### config.mk
export PLATFORM = sky130hd
export DESIGN_NAME = mux_scan_sequencer
export DESIGN_NICKNAME = d
export VERILOG_FILES = /design/src/rtl/mux_scan_sequencer.sv
export SDC_FILE = /design/constraint.sdc
export NUM_CORES = 1
export LEC_CHECK = 0
export ABC_AREA = 1
export ABC_CLOCK_PERIOD_IN_PS = 2510
export BUFFER_PORTS_ARGS = -buffer_cell sky130_fd_sc_hd__buf_4
export CAP_MARGIN = 0
export CORE_MARGIN = 1
export CORE_UTILIZATION = 30
export CTS_CLUSTER_DIAMETER = 80
export DETAILED_ROUTE_END_ITERATION = 8
export PLACE_DENSITY = 0.53
export SLEW_MARGIN = 20
export SYNTH_ARGS = -nofsm -noshare
export SYNTH_HDL_FRONTEND = slang
export SYNTH_SLANG_ARGS = --single-unit
### constraint.sdc
create_clock -name clk -period 2.51 [get_ports clk]
set_clock_uncertainty 0.05 [all_clocks]
set_input_delay 0.251 -clock clk [delete_from_list [all_inputs] [get_ports clk]]
set_output_delay 0.251 -clock clk [all_outputs]
set_load 0.02 [all_outputs]
### src/rtl/mux_scan_sequencer.sv
// Scans a 4-to-1 mux through channels 0..3, dwelling SETTLE clocks on each,
// and presents the four samples as a frame over a valid/ready handshake.
module mux_scan_sequencer #(
    parameter int unsigned SETTLE = 2
) (
    input  logic       clk,
    input  logic       reset,
    input  logic       start,
    input  logic       mux_out,
    output logic       s1,
    output logic       s0,
    output logic [3:0] frame,
    output logic       valid,
    input  logic       ready,
    output logic       busy
);

    if (SETTLE < 1 || SETTLE > 15) begin : g_bad_settle
        $error("mux_scan_sequencer: SETTLE must be in 1..15");
    end

    typedef enum logic [1:0] {
        IDLE,
        SCAN,
        HOLD
    } state_e;

    localparam logic [3:0] LAST = 4'(SETTLE - 1);

    state_e     state_q, state_d;
    logic [1:0] k_q, k_d;
    logic [3:0] cnt_q, cnt_d;
    logic [2:0] buf_q, buf_d;
    logic [3:0] frame_q, frame_d;
    logic       dwell_done;

    assign dwell_done = (cnt_q == LAST);

    always_ff @(posedge clk or posedge reset) begin
        if (reset) begin
            state_q <= IDLE;
            k_q     <= 2'b00;
            cnt_q   <= 4'd0;
            buf_q   <= 3'b000;
            frame_q <= 4'b0000;
        end else begin
            state_q <= state_d;
            k_q     <= k_d;
            cnt_q   <= cnt_d;
            buf_q   <= buf_d;
            frame_q <= frame_d;
        end
    end

    always_comb begin
        state_d = state_q;
        k_d     = k_q;
        cnt_d   = cnt_q;
        buf_d   = buf_q;
        frame_d = frame_q;
        unique case (state_q)
            IDLE: begin
                if (start) begin
                    state_d = SCAN;
                    k_d     = 2'b00;
                    cnt_d   = 4'd0;
                    buf_d   = 3'b000;
                end
            end
            SCAN: begin
                if (!dwell_done) begin
                    cnt_d = cnt_q + 4'd1;
                end else if (k_q == 2'd3) begin
                    // Select parks at 00 so HOLD/IDLE present channel 0.
                    frame_d = {mux_out, buf_q};
                    state_d = HOLD;
                    k_d     = 2'b00;
                    cnt_d   = 4'd0;
                end else begin
                    buf_d[k_q] = mux_out;
                    k_d        = k_q + 2'd1;
                    cnt_d      = 4'd0;
                end
            end
            HOLD: begin
                if (ready) begin
                    state_d = start ? SCAN : IDLE;
                    k_d     = 2'b00;
                    cnt_d   = 4'd0;
                    buf_d   = 3'b000;
                end
            end
            default: begin
                state_d = IDLE;
                k_d     = 2'b00;
                cnt_d   = 4'd0;
            end
        endcase
    end

    assign {s1, s0} = k_q;
    assign frame    = frame_q;
    assign valid    = (state_q == HOLD);
    assign busy     = (state_q != IDLE);

endmodule
==> flow_summary.ini, run 1 <==
[clock_network]
cts_tree = yes
post_cts_buffers = 0
clock_path_buffers = 2
clk_pin_slew_ns = 0.10
cts_sinks = 15
htreeDepth = 1
post_cts_resized = 0
ctsHoldBuffers = 1
cts_buffers = 3
cts_root_buffer = clkbuf_4
clock_latency_ns = 0.28

[timing]
finalWorstSetupSlack_ns = 0.953
setup_viol = 0
slew-limit-headroom_pct = 60.5
fin_crit_ns = 1.56
hold_viol_final = 0
tightest_slew_ns = 0.591
fmax_mhz = 642
slew_viol_final = 0
tns_ns = 0
rsz0062_at_grt = no
finalCritPeriodShare_pct = 62.0

[route]
wl_met3_um = 34
maxUsedRoutingLayer = met4
wl_met1_um = 796
wire_per_inst_um = 11.1
first_pass_iters = 3
via_per_inst = 4.54
drtIter0Drc = 13
routed-via-count = 667
drtAntennaViolNets = 0
met2_wirelength_um = 789
drc_errors = 0
wl_um = 1640

[worst_setup_path]
critical_path_class = reg2reg
cp_max_fo = 7
cp.arrival_ns = 1.69
cp-start-kind = register
required_ns = 2.64
cp-end-kind = register

[final_layout]
final_common_cell = nand2_1
syn_to_final_growth_pct = 19.4
num-nets-final = 128
final_cell_mix = nand2_1, inv_1, dfrtp_1
diodes = 0
fin_cells = 147
drive_gt1_share_pct = 23.3

[power_and_ir_drop]
peakVddDrop_mv = 0.691
powerDensity_mw_per_mm2 = 1230
p_leak_uw = 0.000528
power.total_uw = 1270

[floorplanning]
die_w_um = 55.5
die_h_um = 55.5
die_area_mm2 = 0.00308
placementRows = 19
start_util_pct = 31.4
fp.coreArea_mm2 = 0.00273
ios = 13

[placement]
dp_cells = 142
pre_cts_slack_ns = 0.989
dp_hpwl_um = 1240
portBuffers = 12
gp_congestion = 0.760

[yosys]
ys_seq_elements = 15
syn-num-nets = 110
yosysSeqAreaShare_pct = 43.7
ys_types = 20
avgSynthCellArea_um2 = 8.68
ys_warn_count = 0
syn-instance-count = 99
syn-cell-area_um2 = 860

[global_routing]
antenna_found_initial = 0
grt_use_total_pct = 12.3
grt_pass1_wl_um = 2990
gr-total-overflow = 0
grt_pass1_vias = 655
grt_max_degree = 16

[run_status]
status = finished clean

[hold_path]
hold_class = in2reg

[job]
cap_viol_max_count = 0
-- stage by stage --
step	cell area, um2	util [%]	hold WS, ns
2_1_floorplan	860	-	0.102
3_5_place_dp	988	36.2	0.305
5_1_grt	1030	37.5	0.245
6_report	1030	37.5	0.215
3_3_place_gp	988	36.2	0.304
4_1_cts	1030	37.5	0.210
-- logic make-up after synthesis --
logic type               after synthesis  share of synthesized area (%)
buffers and inverters                 19                           8.59
AO/OA/AOI/OAI                         12                           8.44
flip-flops                            15                           43.7
AND/OR/NAND/NOR                       45                           28.5
XOR/XNOR                               2                           2.04
adder cells (fa/ha/maj)                6                           8.73
-- worst paths after layout --
path | endpoint | cells past startpoint | from | slack, ns
worst max-delay path | buf_q[0] | 5 | k_q[1] | 0.95
min in group asynchronous | frame[1] | 3 | reset | 0.53
max in group asynchronous | k_q[0] | 3 | reset | 1.48
worst min register to register | buf_q[0] | 2 | buf_q[0] | 0.44
worst min-delay path | frame[3] | 3 | mux_out | 0.22
worst max register to register | buf_q[0] | 5 | k_q[1] | 0.95
-- layout make-up --
class	instances	area (um2)
fillers	270	1710
multi-input cells	65	410
flip-flops and latches	15	375
repair buffers	13	100
inverters	19	73.8
well taps	31	38.8
clock buffers	3	22.5
clock inverters	1	5.00
-- layer usage --
metal / GRT usage, % / vias up
li1: - / 355
met1: 16.1 / 305
met2: 20.1 / 5
met3: 2.58 / 2
met4: 3.93 / 0
met5: 0 / -
-- synthesized netlist by cell type, drive strengths merged --
master	number	area, um2
xor2	2	17.5
o21ai	9	45.0
nand4	7	58.8
inv	19	73.8
nor2	7	45.1
nand2	23	101
nor3	3	15.0
ha	6	75.1
a21oi	2	21.3
nand3	5	25.0
dfrtp	15	375
o22ai	1	6.26
-- state kept, by name (all words and copies together), names as in the netlist --
signal   flops
state_q      2
k_q          2
frame        4
buf_q        3
cnt_q        4
-- worst max-delay path, stage by stage, from the launching register on --
cell     delay [ns]
dfrtp_1        0.43
ha_1           0.27
o21ai_1        0.43
nand4_1        0.16
nand2_1        0.08
nand2_1        0.04
-- power breakdown --
| part | switching, uW | internal [uW] | total (uW) |
|---|---|---|---|
| Clock | 78.6 | 59.0 | 138 |
| Sequential | 83.0 | 339 | 422 |
| Combinational | 443 | 263 | 706 |
| Total | 605 | 661 | 1270 |
Note: power is estimated with default switching activity, not from simulation.
==> run 2, diff against run 1 <==
ABC_CLOCK_PERIOD_IN_PS = 1600   (was 2510)
clock period = 1.6 ns   (was 2.51 ns; I/O delays follow)
==> run 2 against run 1 <==
- die area did not move
- cell area is 0.61% higher
- sequential power grew 57%
- fmax increased by 11%
- critical path depth increased by 2
- largest cell class unchanged
==> flow_summary.ini, run 2 (synthesis results as in run 1) <==
[worst_setup_path]
worst_r2r_path_depth = 7
timing.rr.end = buf_q[1]
cp-end-kind = register
required_ns = 1.73
r2r-start = cnt_q[1]
cp-start-kind = register
critical_path_class = reg2reg
cp.arrival_ns = 1.53
reg2reg_slack_ns = 0.20
cp_max_fo = 5

[clock_network]
cts_buffers = 3
clock_latency_ns = 0.28
cts_root_buffer = clkbuf_4
clock_path_buffers = 2
cts_sinks = 15
cts_tree = yes
post_cts_resized = 0
htreeDepth = 1
clk_pin_slew_ns = 0.09

[route]
drc_errors = 0
first_pass_iters = 4
routed-via-count = 682
via_per_inst = 4.61
drtIter0Drc = 4
wl_um = 1730
wire_per_inst_um = 11.7
drtAntennaViolNets = 0

[placement]
portBuffers = 12
pre_cts_slack_ns = 0.217
gp_congestion = 0.785
dp_hpwl_um = 1320

[global_routing]
grt_use_total_pct = 13.0
grt_pass1_vias = 688
grt_use_met1_pct = 17.1
grt_max_degree = 16
grt_pass1_wl_um = 3080
gr-total-overflow = 0
busiest_layer = met2
use_met3_pct = 2.11
antenna_found_initial = 0
met2_usage_pct = 20.7

[timing]
tns_ns = 0
hold_viol_final = 0
finalCritPeriodShare_pct = 87.3
fmax_mhz = 716
slew_viol_final = 0
rsz0062_at_grt = no
slew-limit-headroom_pct = 60.0
tightest_slew_ns = 0.600
setup_viol = 0
fin_crit_ns = 1.40
finalWorstSetupSlack_ns = 0.203

[hold_path]
min_from = mux_out
holdPathStages = 3
whs_endpoint = frame[3]
hold_class = in2reg

[run_status]
status = finished clean

[final_layout]
multi_input_area_um2 = 410
syn_to_final_growth_pct = 20.1
final_cell_mix = nand2_1, inv_1, dfrtp_1
num-nets-final = 129
drive_gt1_share_pct = 23.1
fill_cells = 282
final_common_cell = nand2_1
seq_area_um2 = 375
diodes = 0
postLayoutCoreUtil_pct = 37.8

[job]
cap_viol_max_count = 0

[power_and_ir_drop]
p_leak_uw = 0.000530
peakVddDrop_mv = 0.981
powerDensity_mw_per_mm2 = 1940

[floorplanning]
placementRows = 19
die_area_mm2 = 0.00308
die_h_um = 55.5
ios = 13
die_w_um = 55.5
fp.coreArea_mm2 = 0.00273
start_util_pct = 31.4
[run 2: area by class of cell]
type	instances	share of cell area [%]
multi-input cells	65	39.8
well taps	31	3.76
clock buffers	4	2.55
flip-flops and latches	15	36.4
repair buffers	14	10.4
inverters	19	7.15
[run 2: worst max-delay path: stages (launching register included)]
cell	delay, ns
dfrtp_1	0.41
inv_1	0.09
ha_1	0.28
nand2_1	0.13
nand2_2	0.12
nand4_1	0.11
nand2_1	0.07
nand2_1	0.04
[run 2: stage by stage]
step	instances	instance area, um2	total power [uW]	hold slack [ns]
floorplan	99	860	1480	0.0115
global placement	143	996	1760	0.219
detailed placement	143	996	1800	0.234
CTS	148	1030	2030	0.125
global route	148	1030	2200	0.146
finish	148	1030	2000	0.132
[run 2: per-layer routing]
layer | part of all wire (%) | vias up
met3 | 2.5 | 2
met4 | 0.93 | 0
met5 | 0 | -
met1 | 48 | 314
met2 | 48 | 11
li1 | - | 355
[run 2: what timing repair did]
| action | CTS | global route |
|---|---|---|
| hold buffers | 1 | 0 |
| hold endpoints to repair | 15 | 0 |
| buffers inserted | 0 | 0 |
| endpoints found under the setup margin | 0 | 0 |
[run 2: how the worst max path moves through the flow]
stage / from / end / slack (ns) / cells past startpoint
final: cnt_q[1] / buf_q[1] / 0.20 / 7
after global routing: cnt_q[1] / buf_q[0] / 0.09 / 7
after CTS: cnt_q[1] / buf_q[1] / 0.21 / 7
after detailed placement: cnt_q[1] / buf_q[1] / 0.22 / 7
after global placement: k_q[1] / buf_q[0] / 0.23 / 6
after floorplan: k_q[1] / buf_q[0] / 0.10 / 5
[run 2: power by group]
group	switching (uW)	internal [uW]	leakage [uW]
Clock	121	96.8	0.0000150
Combinational	704	419	0.000319
Sequential	130	533	0.000195
Total	955	1050	0.000530
